--- config.mk ---
export PLATFORM = sky130hd
export DESIGN_NAME = pipe_ctrl_flat
export DESIGN_NICKNAME = d
export VERILOG_FILES = /design/src/rtl/pipe_ctrl_if.sv /design/src/rtl/pipe_ctrl.sv /design/src/flat_wrapper.sv
export SDC_FILE = /design/constraint.sdc
export NUM_CORES = 1
export LEC_CHECK = 0
export CAP_MARGIN = 10
export CORE_AREA = 10 10 102 104
export CTS_CLUSTER_SIZE = 25
export DETAILED_ROUTE_END_ITERATION = 8
export DIE_AREA = 0 0 112 114
export PLACE_DENSITY = 0.88
export SLEW_MARGIN = 5
export SYNTH_ARGS = -nofsm -noshare
export SYNTH_HDL_FRONTEND = slang
export SYNTH_SLANG_ARGS = --single-unit
--- constraint.sdc ---
create_clock -name clk -period 2.6 [get_ports clk]
set_clock_uncertainty 0.2 [all_clocks]
set_input_delay 0.52 -clock clk [delete_from_list [all_inputs] [get_ports clk]]
set_output_delay 0.52 -clock clk [all_outputs]
set_load 0.03 [all_outputs]
--- src/rtl/pipe_ctrl_if.sv ---
`default_nettype none
// ============================================================================
// Module   : pipe_ctrl_if
// Purpose  : Bundle of request inputs and sequencing outputs exchanged between
//            the pipeline stages and the pipeline sequencer (pipe_ctrl).
// Signals  : stallreq_id/ex/mem  stage stall requests
//            br_flag/br_addr     taken branch and target from ID
//            exc_req/exc_addr    exception pulse and handler address
//            timeout_clr         clears the sticky watchdog flag
//            stall[5:0]          per-stage hold ([0]=PC ... [5]=WB)
//            flush               flush all pipeline registers
//            b_flag/b_addr       PC redirect valid / target
//            pend_valid          branch target held awaiting PC release
//            stall_timeout       sticky watchdog flag
// Modports : master - pipeline side (drives requests, observes controls)
//            slave  - sequencer side
// Revision : 1.0  initial release
// ============================================================================
interface pipe_ctrl_if;
    logic        stallreq_id;
    logic        stallreq_ex;
    logic        stallreq_mem;
    logic        br_flag;
    logic [31:0] br_addr;
    logic        exc_req;
    logic [31:0] exc_addr;
    logic        timeout_clr;
    logic [5:0]  stall;
    logic        flush;
    logic        b_flag;
    logic [31:0] b_addr;
    logic        pend_valid;
    logic        stall_timeout;

    modport master (
        output stallreq_id, stallreq_ex, stallreq_mem,
        output br_flag, br_addr, exc_req, exc_addr, timeout_clr,
        input  stall, flush, b_flag, b_addr, pend_valid, stall_timeout
    );

    modport slave (
        input  stallreq_id, stallreq_ex, stallreq_mem,
        input  br_flag, br_addr, exc_req, exc_addr, timeout_clr,
        output stall, flush, b_flag, b_addr, pend_valid, stall_timeout
    );
endinterface
`default_nettype wire

--- src/rtl/pipe_ctrl.sv ---
`default_nettype none
// ============================================================================
// Module   : pipe_ctrl
// Purpose  : Pipeline sequencer for the 5-stage core. Merges stage stall
//            requests into a per-stage stall vector, drives the PC redirect
//            pair, issues exception flushes, holds a branch target that
//            arrives while the PC is frozen and replays it on release, applies
//            a post-reset boot hold and runs a stall watchdog.
// Ports    : clk   - clock, all logic on the rising edge
//            rst   - synchronous reset, active-low
//            ctrl  - pipe_ctrl_if.slave (requests in, sequencing controls out)
// Params   : BOOT_CYCLES - full-stall cycles after reset release (0 = none)
//            MAX_STALL   - consecutive PC-stalled RUN cycles before the
//                          watchdog flag sets (>= 1)
// Revision : 1.0  initial release
// ============================================================================
module pipe_ctrl #(
    parameter int BOOT_CYCLES = 2,
    parameter int MAX_STALL   = 64
) (
    input  wire logic   clk,
    input  wire logic   rst,
    pipe_ctrl_if.slave  ctrl
);

    localparam int BCW = (BOOT_CYCLES < 1) ? 1 : $clog2(BOOT_CYCLES + 1);
    localparam int SCW = (MAX_STALL   < 1) ? 1 : $clog2(MAX_STALL + 1);

    localparam logic [BCW-1:0] BOOT_LOAD = BCW'(BOOT_CYCLES);
    localparam logic [SCW-1:0] STALL_SAT = SCW'(MAX_STALL);
    localparam logic [SCW-1:0] STALL_PRE = SCW'(MAX_STALL - 1);

    localparam logic [5:0] STALL_ALL  = 6'h3F;
    localparam logic [5:0] STALL_MEM  = 6'h1F;
    localparam logic [5:0] STALL_EX   = 6'h0F;
    localparam logic [5:0] STALL_ID   = 6'h07;
    localparam logic [5:0] STALL_NONE = 6'h00;

    typedef enum logic [1:0] {
        ST_BOOT  = 2'd0,
        ST_RUN   = 2'd1,
        ST_FLUSH = 2'd2
    } state_t;

    // With no boot hold configured, reset lands straight in RUN.
    localparam state_t RESET_STATE = (BOOT_CYCLES == 0) ? ST_RUN : ST_BOOT;

    state_t          state_q;
    logic [BCW-1:0]  boot_cnt_q;
    logic            pend_valid_q;
    logic [31:0]     pend_addr_q;
    logic [31:0]     exc_q;
    logic [SCW-1:0]  stall_cnt_q;
    logic            timeout_q;

    logic [5:0]      run_stall;
    logic            pc_stalled;
    logic            wd_hit;
    logic [5:0]      stall_d;
    logic            flush_d;
    logic            b_flag_d;
    logic [31:0]     b_addr_d;

    // Stall vector a RUN cycle would present: a stage stall also holds every
    // stage upstream of it, so the deepest requester wins.
    always_comb begin
        run_stall = STALL_NONE;
        if (ctrl.stallreq_mem) begin
            run_stall = STALL_MEM;
        end else if (ctrl.stallreq_ex) begin
            run_stall = STALL_EX;
        end else if (ctrl.stallreq_id) begin
            run_stall = STALL_ID;
        end
    end

    assign pc_stalled = (state_q == ST_RUN) && run_stall[0];

    // Counter sits one below the limit and the PC is still frozen: this edge
    // is the one where the stall run reaches MAX_STALL.
    assign wd_hit = pc_stalled && (stall_cnt_q == STALL_PRE);

    // Output decode. While rst is low the outputs show the BOOT values even
    // before the first edge has loaded the state register.
    always_comb begin
        stall_d  = STALL_ALL;
        flush_d  = 1'b0;
        b_flag_d = 1'b0;
        b_addr_d = 32'h0;
        if (rst) begin
            case (state_q)
                ST_RUN: begin
                    stall_d = run_stall;
                    if (!run_stall[0]) begin
                        // A live branch is newer than any held target.
                        if (ctrl.br_flag) begin
                            b_flag_d = 1'b1;
                            b_addr_d = ctrl.br_addr;
                        end else if (pend_valid_q) begin
                            b_flag_d = 1'b1;
                            b_addr_d = pend_addr_q;
                        end
                    end
                end
                ST_FLUSH: begin
                    stall_d  = STALL_NONE;
                    flush_d  = 1'b1;
                    b_flag_d = 1'b1;
                    b_addr_d = exc_q;
                end
                default: begin
                    stall_d = STALL_ALL;
                end
            endcase
        end
    end

    assign ctrl.stall         = stall_d;
    assign ctrl.flush         = flush_d;
    assign ctrl.b_flag        = b_flag_d;
    assign ctrl.b_addr        = b_addr_d;
    assign ctrl.pend_valid    = rst & pend_valid_q;
    assign ctrl.stall_timeout = rst & timeout_q;

    always_ff @(posedge clk) begin
        if (!rst) begin
            state_q      <= RESET_STATE;
            boot_cnt_q   <= BOOT_LOAD;
            pend_valid_q <= 1'b0;
            pend_addr_q  <= 32'h0;
            exc_q        <= 32'h0;
            stall_cnt_q  <= '0;
            timeout_q    <= 1'b0;
        end else begin
            // Watchdog: counts only consecutive PC-frozen RUN cycles and
            // saturates so the flag can be cleared during a long stall
            // without immediately re-arming.
            if (pc_stalled) begin
                if (stall_cnt_q != STALL_SAT) begin
                    stall_cnt_q <= stall_cnt_q + SCW'(1);
                end
            end else begin
                stall_cnt_q <= '0;
            end

            if (ctrl.timeout_clr) begin
                timeout_q <= 1'b0;
            end else if (wd_hit) begin
                timeout_q <= 1'b1;
            end

            case (state_q)
                ST_BOOT: begin
                    if (boot_cnt_q != '0) begin
                        boot_cnt_q <= boot_cnt_q - BCW'(1);
                    end
                    if (boot_cnt_q <= BCW'(1)) begin
                        state_q <= ST_RUN;
                    end
                end
                ST_RUN: begin
                    if (ctrl.exc_req) begin
                        // Exception outranks any branch or held target.
                        exc_q        <= ctrl.exc_addr;
                        pend_valid_q <= 1'b0;
                        state_q      <= ST_FLUSH;
                    end else if (run_stall[0] && ctrl.br_flag) begin
                        // PC frozen: keep the most recent target for replay.
                        pend_valid_q <= 1'b1;
                        pend_addr_q  <= ctrl.br_addr;
                    end else if (!run_stall[0] && (ctrl.br_flag || pend_valid_q)) begin
                        // Redirect consumed this cycle.
                        pend_valid_q <= 1'b0;
                    end
                end
                ST_FLUSH: begin
                    if (ctrl.exc_req) begin
                        exc_q <= ctrl.exc_addr;
                    end else begin
                        state_q <= ST_RUN;
                    end
                end
                default: begin
                    state_q    <= RESET_STATE;
                    boot_cnt_q <= BOOT_LOAD;
                end
            endcase
        end
    end

endmodule
`default_nettype wire

--- src/flat_wrapper.sv ---
// flat-port wrapper written by rule: the top's interface ports become plain ports
module pipe_ctrl_flat 
#(
    parameter int BOOT_CYCLES = 2,
    parameter int MAX_STALL   = 64
)
  (clk, rst, ctrl_stallreq_id, ctrl_stallreq_ex, ctrl_stallreq_mem, ctrl_br_flag, ctrl_br_addr, ctrl_exc_req, ctrl_exc_addr, ctrl_timeout_clr, ctrl_stall, ctrl_flush, ctrl_b_flag, ctrl_b_addr, ctrl_pend_valid, ctrl_stall_timeout);
  pipe_ctrl_if ctrl_i ();
  input  wire logic clk;
  input  wire logic rst;
  input wire logic [$bits(ctrl_i.stallreq_id)-1:0] ctrl_stallreq_id;
  input wire logic [$bits(ctrl_i.stallreq_ex)-1:0] ctrl_stallreq_ex;
  input wire logic [$bits(ctrl_i.stallreq_mem)-1:0] ctrl_stallreq_mem;
  input wire logic [$bits(ctrl_i.br_flag)-1:0] ctrl_br_flag;
  input wire logic [$bits(ctrl_i.br_addr)-1:0] ctrl_br_addr;
  input wire logic [$bits(ctrl_i.exc_req)-1:0] ctrl_exc_req;
  input wire logic [$bits(ctrl_i.exc_addr)-1:0] ctrl_exc_addr;
  input wire logic [$bits(ctrl_i.timeout_clr)-1:0] ctrl_timeout_clr;
  output wire logic [$bits(ctrl_i.stall)-1:0] ctrl_stall;
  output wire logic [$bits(ctrl_i.flush)-1:0] ctrl_flush;
  output wire logic [$bits(ctrl_i.b_flag)-1:0] ctrl_b_flag;
  output wire logic [$bits(ctrl_i.b_addr)-1:0] ctrl_b_addr;
  output wire logic [$bits(ctrl_i.pend_valid)-1:0] ctrl_pend_valid;
  output wire logic [$bits(ctrl_i.stall_timeout)-1:0] ctrl_stall_timeout;
  assign ctrl_i.stallreq_id = ctrl_stallreq_id;
  assign ctrl_i.stallreq_ex = ctrl_stallreq_ex;
  assign ctrl_i.stallreq_mem = ctrl_stallreq_mem;
  assign ctrl_i.br_flag = ctrl_br_flag;
  assign ctrl_i.br_addr = ctrl_br_addr;
  assign ctrl_i.exc_req = ctrl_exc_req;
  assign ctrl_i.exc_addr = ctrl_exc_addr;
  assign ctrl_i.timeout_clr = ctrl_timeout_clr;
  assign ctrl_stall = ctrl_i.stall;
  assign ctrl_flush = ctrl_i.flush;
  assign ctrl_b_flag = ctrl_i.b_flag;
  assign ctrl_b_addr = ctrl_i.b_addr;
  assign ctrl_pend_valid = ctrl_i.pend_valid;
  assign ctrl_stall_timeout = ctrl_i.stall_timeout;
  pipe_ctrl #(.BOOT_CYCLES(BOOT_CYCLES), .MAX_STALL(MAX_STALL)) u_core (.clk(clk), .rst(rst), .ctrl(ctrl_i));
endmodule
# ---- Word level (Yosys, flattened, before mapping)
# Cells that the tools add are included.
dict set report totals {
  reg_bits 77
}
dict set report op_classes {
  addsub 2
  magnitude_cmp 1
  eq_ne 8
  mux 26
  n_bitwise 5
  n_reduce_logical 17
}
# operator n
set ops {}
lappend ops {{$mux 32} 4}
lappend ops {{$pmux 32 s2} 1}
lappend ops {{$mux 6} 3}
lappend ops {{$pmux 6 s2} 1}
lappend ops {{$mux 1} 9}
lappend ops {{$mux 2} 4}
lappend ops {{$reduce_and 2->1} 4}
lappend ops {{$add 7x1->7 const B} 1}
lappend ops {{$eq 7x6->1 const B} 1}
lappend ops {{$ne 7x7->1 const B} 1}
lappend ops {{$pmux 2 s3} 1}
lappend ops {{$reduce_and 3->1} 2}
lappend ops {{$logic_and 1x1->1} 4}
lappend ops {{$ne 2x1->1 const B} 2}
lappend ops {{$ne 2x2->1 const B} 2}
lappend ops {{$pmux 2 s2} 1}
lappend ops {{$reduce_or 2->1} 2}
lappend ops {{$mux 3} 1}
lappend ops {{$not 1->1} 3}
lappend ops {{$reduce_bool 3->1} 1}
lappend ops {{$and 1x1->1} 2}
lappend ops {{$eq 2x1->1 const B} 1}
lappend ops {{$eq 2x2->1 const B} 1}
lappend ops {{$le 2x1->1 const B} 1}
lappend ops {{6 further kinds} 6}

# ---- Logic depth before layout (Yosys ltp)
# Gate-level depths: netlist of the first run.
dict set report depth {
  word_depth 8
  ltp_mapped 7
  ltp_nobuf 5
}

# ---- Least setup slack after synthesis of the first run
# No wires, ideal clock.
dict set report synth_timing {
  path_type {register -> output}
  startpoint {register u_core.state_q[0]}
  endpoint {output ctrl_stall[1]}
  arrival_ps 1894
  t_required_ps 1880
  path_slack_ps -14
  path_stages_with_launch 7
  path_buffers 3
  cell_sequence {dfxtp_1 > inv_1 > ha_1 > clkbuf_1 > buf_1 > o211ai_1 > buf_4}
}
dict set report synth_via {
  elab_chain_cells 3
  word_cells_on_any_way 4
  cone_classes {eq/ne: 2; mux: 2}
}
# element line
set synth_lines {}
lappend synth_lines {{start, declared} pipe_ctrl.sv:48} ;# state_t state_q;
lappend synth_lines {{start signal, assigned} pipe_ctrl.sv:127} ;# state_q <= RESET_STATE;
lappend synth_lines {{start signal, assigned} pipe_ctrl.sv:158} ;# state_q <= ST_RUN;
lappend synth_lines {{start signal, assigned} pipe_ctrl.sv:166} ;# state_q <= ST_FLUSH;
lappend synth_lines {{$eq 2x2->1 or $eq 2x1->1 (tied branches)} pipe_ctrl.sv:91} ;# case (state_q)
lappend synth_lines {{$pmux 6 s2 *} pipe_ctrl.sv:91}
lappend synth_lines {{$mux 6 *} pipe_ctrl.sv:90} ;# if (rst) begin
lappend synth_lines {{end, declared} flat_wrapper.sv:19} ;# output wire logic [$bits(ctrl_i.stall)-1:0] ctrl_stall;
# Mark *: on every way between the ends. The rest lies on a longest branch, timed or not.

# ---- Worst setup path in the final report of the first run
dict set report layout_timing {
  startpoint {register u_core.state_q[0]}
  endpoint {output ctrl_b_addr[1]}
}
dict set report layout_via {
  elab_chain_cells 3
  word_cells_on_any_way 4
  cone_classes {eq/ne: 2; mux: 2}
}
# element line
set layout_lines {}
lappend layout_lines {{$eq 2x2->1 or $eq 2x1->1 (tied branches)} pipe_ctrl.sv:91}
lappend layout_lines {{$pmux 32 s2 *} pipe_ctrl.sv:91}
lappend layout_lines {{$mux 32 *} pipe_ctrl.sv:90}
lappend layout_lines {{end, declared} flat_wrapper.sv:22} ;# output wire logic [$bits(ctrl_i.b_addr)-1:0] ctrl_b_addr;
# Marks and branches as above.

==> results of run 1 <==
## through the flow
step / setup slack (ps) / total power [mW] / std cells / instance area [sq um] / hold WS, ps
global route: -7.29 / 3.64 / 716 / 5460 / 288
global placement: -87.3 / 2.46 / 694 / 5120 / 241
finish: 54.9 / 3.47 / 716 / 5460 / 259
floorplan: 1.15 / 2.11 / 499 / 3950 / 236
detailed placement: -138 / 2.52 / 694 / 5120 / 248
CTS: 8.40 / 3.42 / 715 / 5420 / 260
## registers in the layout (all words and copies together) (netlist names)
register / count
u_core.exc_q: 32
u_core.pend_addr_q: 32
u_core.stall_cnt_q: 7
u_core.boot_cnt_q: 2
u_core.state_q: 2
u_core.pend_valid_q: 1
u_core.timeout_q: 1
## power breakdown
group          switching, mW  internal, mW
sequential            0.0903          1.33
combinational          0.674         0.520
clock                  0.478         0.377
total                   1.24          2.22
## tightest hold or removal path: cells and delay by family, from the launching register on
kind	cells	cell delay [ps]
AO/OA/AOI/OAI	1	50
flip-flops	1	320
AND/OR/NAND/NOR	1	50
## kinds of logic (layout without fill, tap and decap cells)
| group | Yosys count | in the layout | share of synthesized area [%] |
|---|---|---|---|
| compound gates | 152 | 152 | 23.3 |
| xor+xnor | 3 | 3 | 0.666 |
| fa+ha+maj | 8 | 8 | 2.54 |
| buf+inv | 58 | 167 | 6.12 |
| flops | 77 | 77 | 39.1 |
| mux | 33 | 33 | 9.42 |
| simple gates | 168 | 168 | 18.9 |
## how the worst max path moves through the flow
stage / start / endpoint / slack [ps] / cells past startpoint
6_report: u_core.state_q[0] / ctrl_b_addr[1] / 50 / 6
5_1_grt: u_core.state_q[0] / ctrl_stall[2] / -7 / 5
4_1_cts: u_core.state_q[1] / ctrl_b_addr[17] / 8 / 8
3_5_place_dp: ctrl_stallreq_ex / ctrl_b_addr[29] / -140 / 6
3_3_place_gp: ctrl_stallreq_id / ctrl_b_addr[5] / -90 / 6
2_1_floorplan: ctrl_stallreq_id / ctrl_stall[1] / 1 / 6
## cells in the final DEF (no fill, tap or decap), types with 3 or more instances in the layout
cell / synthesis / final
buf_12: 0 / 5
dfxtp_1: 77 / 75
clkdlybuf4s50_1: 0 / 66
dlygate4sd2_1: 0 / 4
nand3_1: 35 / 35
inv_1: 7 / 6
a32oi_1: 32 / 31
or3_1: 4 / 4
buf_6: 0 / 3
nor3_1: 4 / 3
clkbuf_8: 0 / 10
ha_1: 8 / 5
a21oi_1: 71 / 71
mux2_2: 33 / 33
nor2_1: 39 / 39
and2_1: 4 / 4
o21ai_0: 37 / 37
nand2_1: 72 / 72
buf_4: 2 / 62
## layout make-up
class	instances	area (sq um)
clock buffer	10	138
clock inverter	6	46.3
inverter	8	32.5
sequential	77	1540
multi-input combinational	364	2220
tap	108	135
timing repair buffer	143	1350
fill	732	3010
## what timing repair did
item / CTS / global route
buffers inserted: 3 / 1
gates cloned: 2 / 0
gates resized for setup: 18 / 10
endpoints found under the setup margin: 37 / 36
pin swaps: 2 / 3
## layer usage
layer / vias to the layer above / track usage (%) / wire length (um)
met5: - / 0 / 0
met4: 0 / 6.51 / 108
met3: 10 / 4.15 / 814
met2: 159 / 34.3 / 6500
met1: 1946 / 22.0 / 5380
li1: 1983 / - / -
## synthesized netlist by cell type (2+ instances only)
cell	n	area, sq um
clkbuf_1	34	128
dfxtp_1	77	1540
nor2_1	39	146
nand3_1	35	175
a32oi_1	32	280
xor2_1	2	17.5
or3_1	4	25.0
nand2_1	72	270
ha_1	8	100
o211ai_1	2	15.0
and2_1	4	25.0
nand2b_1	2	12.5
o21ai_0	37	185
a21oi_1	71	355
inv_1	7	26.3
and3b_1	2	17.5
nor3_1	4	20.0
mux2_2	33	372
buf_2	13	65.1
o21a_1	2	15.0
buf_4	2	15.0
==> reports/qor.txt, run 1 <==
Status: finished, final reports clean
Layout cells sized above 1: 22.0%
CTS tree: done
Worst path slowest cell: dfxtp_2
Antenna-violating nets left: 0
Final setup vio count: 0
Largest net degree at the start of global routing: 70
CP max stage delay: 390 ps
Antenna violations before repair: 0
Final Max Tran Viols: 0
CTS max path bufs: 2
TNS Setup: 0 ps
Hold Path Sink: u_core.exc_q[20]
Routed len/inst: 17.9 um
Async SR Flop Fraction: 0%
Least-Margin Pin Slew: 404 ps
Die area: 12800 sq um
Synth warn: 0
FP Rows: 34
Area Overhead vs Synth: 38.3%
Port Buffer Count: 113
R2R Setup Slk: 450 ps
RSZ-0062 raised after global routing: true
Vias in the first global route: 4212
Number of synthesized register bits: 77
Worst R2R Start: u_core.state_q[0]
Hold Path Origin: u_core.exc_q[20]
TritonCTS Buffers: 9
Number of synthesized flops with an enable pin: 0
Crit end category: output pin
Final GP Congestion: 0.797
Max VDD drop: 276 uV
Clk Latency, worst-skew pair: 360 ps
Leakage: 1.96 nW
Max Clock Freq: 393 MHz
Hpwl dp: 8.77 mm
Clock-pin transition on the worst setup and hold timing paths: 90 ps
Min Tclk post-route: 2550 ps
Slew headroom: 73.1%
Cell area power density: 635 nW/um^2
CP max FO: 17
Hold crit path type: register to register
Starting Density: 46.6%
Syn Area/Cell: 7.91 sq um
Antenna fix cells: 0
Total wire length: 12.8 mm
Cell Area, Synth: 3950 sq um
Syn Nets: 579
Crit start category: register
Global-route wire length before repair: 20.6 mm
CTS Hold Buffers Added: 0
Residual DRC: 0
Die width: 112 um
Core area: 8470 sq um
Global route overflow: 0
Hold Path Depth: 2
Root Buffer Master: clkbuf_8
I/O pin count: 114
Top delay family on crit path: buffers and inverters
Clk sinks: 77
Final design utilization: 64.5%
RR Endpoint: u_core.state_q[0]
Critical path type: register to output pin
Final Hold Viols: 0
Seq/Total Area, Yosys: 39.1%
Data arrival, critical path: 1830 ps
Die outline height: 114 um
Worst r2r path cells: 6
WP data required: 1880 ps
Cell variety after synth: 38
H-tree level count: 3
Crit-path most repeated cell: buf_4
All-Layer GR Usage: 19.1%
Final #Nets: 683
DR pass1 iterations: 5
Number of max-cap violations: 0
Iter 0 DRT Violations: 316
Worst-path cell chain: inv_1, ha_4, nand2_1, buf_4, nor2_1, buf_4
Final Cycle Share: 97.9%
Worst Path Buf+Inv: 3
Vias per cell: 5.72
Vias post-DR: 4098
Ys flop type: dfxtp_1
Post-synthesis cell count: 499
(Power assumes the default switching activity.)
==> inputs of run 2 (changes only) <==
--- a/config.mk
+++ b/config.mk
@@ -6,11 +6,11 @@
 export NUM_CORES = 1
 export LEC_CHECK = 0
 export CAP_MARGIN = 10
-export CORE_AREA = 10 10 102 104
+export CORE_AREA = 10 10 112 89
 export CTS_CLUSTER_SIZE = 25
 export DETAILED_ROUTE_END_ITERATION = 8
-export DIE_AREA = 0 0 112 114
-export PLACE_DENSITY = 0.88
+export DIE_AREA = 0 0 122 99
+export PLACE_DENSITY = 0.94
 export SLEW_MARGIN = 5
 export SYNTH_ARGS = -nofsm -noshare
 export SYNTH_HDL_FRONTEND = slang
==> constraint.sdc (replaced) <==
create_clock -name clk -period 2.95 [get_ports clk]
set_clock_uncertainty 0.2 [all_clocks]
set_input_delay 0.59 -clock clk [delete_from_list [all_inputs] [get_ports clk]]
set_output_delay 0.59 -clock clk [all_outputs]
set_load 0.03 [all_outputs]
==> run 2 against run 1 <==
Effect of this change: first-iteration DRC count rose by 88%; utilization up 6.2 points; worst setup slack better by 15 ps; flip-flop and latch count did not move; global-route usage grew 2.0 points; routed wire length rose by 4.5%; clock power down 14%; design area increased by 0.30%; sequential power is 12% lower; critical path depth down 3; worst hold slack worse by 0.61 ps; critical endpoint is now ctrl_pend_valid.
==> reports/qor.txt, run 2 (same netlist as run 1, synthesis figures left out) <==
Status: finished, final reports clean
Antenna fix cells: 0
CTS Hold Buffers Added: 0
Hpwl dp: 8.89 mm
Worst R2R Start: u_core.state_q[0]
Hold Path Origin: u_core.exc_q[7]
RSZ-0062 raised after global routing: false
Antenna-violating nets left: 0
Final #Nets: 674
Crit start category: input pin
Slew headroom: 63.0%
FP Rows: 28
Port Buffer Count: 113
Die area: 12100 sq um
Max VDD drop: 357 uV
Final Hold Viols: 0
Met2 Usage GRT: 34.7%
CTS max path bufs: 2
TNS Setup: 0 ps
Vias per cell: 5.93
Clk sinks: 77
Leakage: 1.94 nW
GRT busiest layer: met2
Vias in the first global route: 4204
Global-route wire length before repair: 20.9 mm
Critical path type: input pin to output pin
Hold crit path type: register to register
Residual DRC: 0
Cell area power density: 546 nW/um^2
Antenna violations before repair: 0
Worst-path cell chain: clkdlybuf4s50_1, and2_1, clkdlybuf4s50_1
Die width: 122 um
Total chip power: 2.99 mW
WP data required: 2160 ps
Root Buffer Master: clkbuf_8
H-tree level count: 3
Final setup vio count: 0
CTS tree: done
CP max FO: 8
Crit path launch: rst
Clock-pin transition on the worst setup and hold timing paths: 70 ps
Leading cell type in the layout, fill and taps excluded: dfxtp_1
Final design utilization: 70.7%
Crit end category: output pin
M1 GR Usage: 24.9%
Worst path slowest cell: clkdlybuf4s50_1
Total wire length: 13.4 mm
Iter 0 DRT Violations: 595
GRT met3 Usage: 7.81%
Hold Path Depth: 2
Commonest non-fill, non-tap cells in the layout: dfxtp_1 (77), nand2_1 (72), a21oi_1 (71)
Least-Margin Pin Slew: 554 ps
Number of max-cap violations: 0
Area Overhead vs Synth: 38.7%
Crit-path most repeated cell: clkdlybuf4s50_1
Fin Hold WS: 259 ps
R2R Setup Slk: 510 ps
Clk Latency, worst-skew pair: 360 ps
Data arrival, critical path: 2090 ps
Hold Path Sink: u_core.exc_q[7]
Largest net degree at the start of global routing: 70
Core area: 7740 sq um
Die outline height: 99 um
Starting Density: 51.0%
CP max stage delay: 670 ps
RR Endpoint: u_core.state_q[0]
I/O pin count: 114
TritonCTS Buffers: 9
Layout cells sized above 1: 19.2%
Vias post-DR: 4173
Final Max Tran Viols: 0
Max Clock Freq: 347 MHz
Final Cycle Share: 97.6%
DR pass1 iterations: 5
Worst r2r path cells: 6
Final GP Congestion: 0.789
All-Layer GR Usage: 21.1%
Global route overflow: 0
Routed len/inst: 19.0 um
Min Tclk post-route: 2880 ps
Top flop regs: u_core.exc_q x32, u_core.pend_addr_q x32, u_core.stall_cnt_q x7
==> run 2: changes by cell type in the layout (fill, tap and decap cells not counted), moves of 3 or more <==
cell	previous run	this run
buf_12	5	12
buf_4	62	44
clkbuf_1	0	4
clkdlybuf4s50_1	66	69
dlygate4sd2_1	4	0
dlymetal6s2s_1	1	5
nor2_1	39	36
nor2_2	0	3
==> run 2: what timing repair did <==
action                                 4_1_cts  5_1_grt
setup endpoints to repair                   31       33
endpoints found under the hold margin        0        0
pin swaps                                    1        2
cloned                                       1        1
setup buffers                                1        1
resized for setup                            4       12
==> run 2: final cells by class <==
type,instances,area (sq um)
Timing Repair Buffer,134,1400
Tap cell,105,131
Multi-Input combinational cell,364,2200
Inverter,8,30.0
Sequential cell,77,1540
Clock inverter,1,5.00
Clock buffer,15,166
Fill cell,589,2270
==> run 2: how the worst max path moves through the flow <==
stage,end,slack [ps],cells past startpoint
2_1_floorplan,ctrl_stall[1],210,6
3_3_place_gp,ctrl_b_addr[4],50,6
3_5_place_dp,ctrl_b_addr[4],-20,6
4_1_cts,ctrl_b_addr[25],6,6
5_1_grt,ctrl_b_addr[15],4,6
6_report,ctrl_pend_valid,70,3
==> run 2: metrics by stage <==
step                      setup slack (ps)  instances  area (sq um)
after floorplan                        211        499          3950
after global placement                47.4        684          5150
after detailed placement             -25.0        684          5150
after CTS                             6.00        702          5380
after global routing                  3.83        704          5470
final                                 69.6        704          5470
==> run 2: report_power, final <==
group | switching, mW | internal (mW) | total (mW)
registers | 0.0802 | 1.17 | 1.25
logic | 0.596 | 0.411 | 1.01
clock network | 0.383 | 0.352 | 0.735
total | 1.06 | 1.93 | 2.99
==> run 2: critical path, delay by kind of cell <==
kind,cells,cell delay [ps]
buffers and inverters,2,1320
AND/OR/NAND/NOR,1,180
==> run 2: routing by layer <==
metal | part of all wire [%] | wire length [um]
met1 | 41 | 5440
met2 | 49 | 6510
met3 | 9.3 | 1240
met4 | 1.3 | 172
met5 | 0 | 0
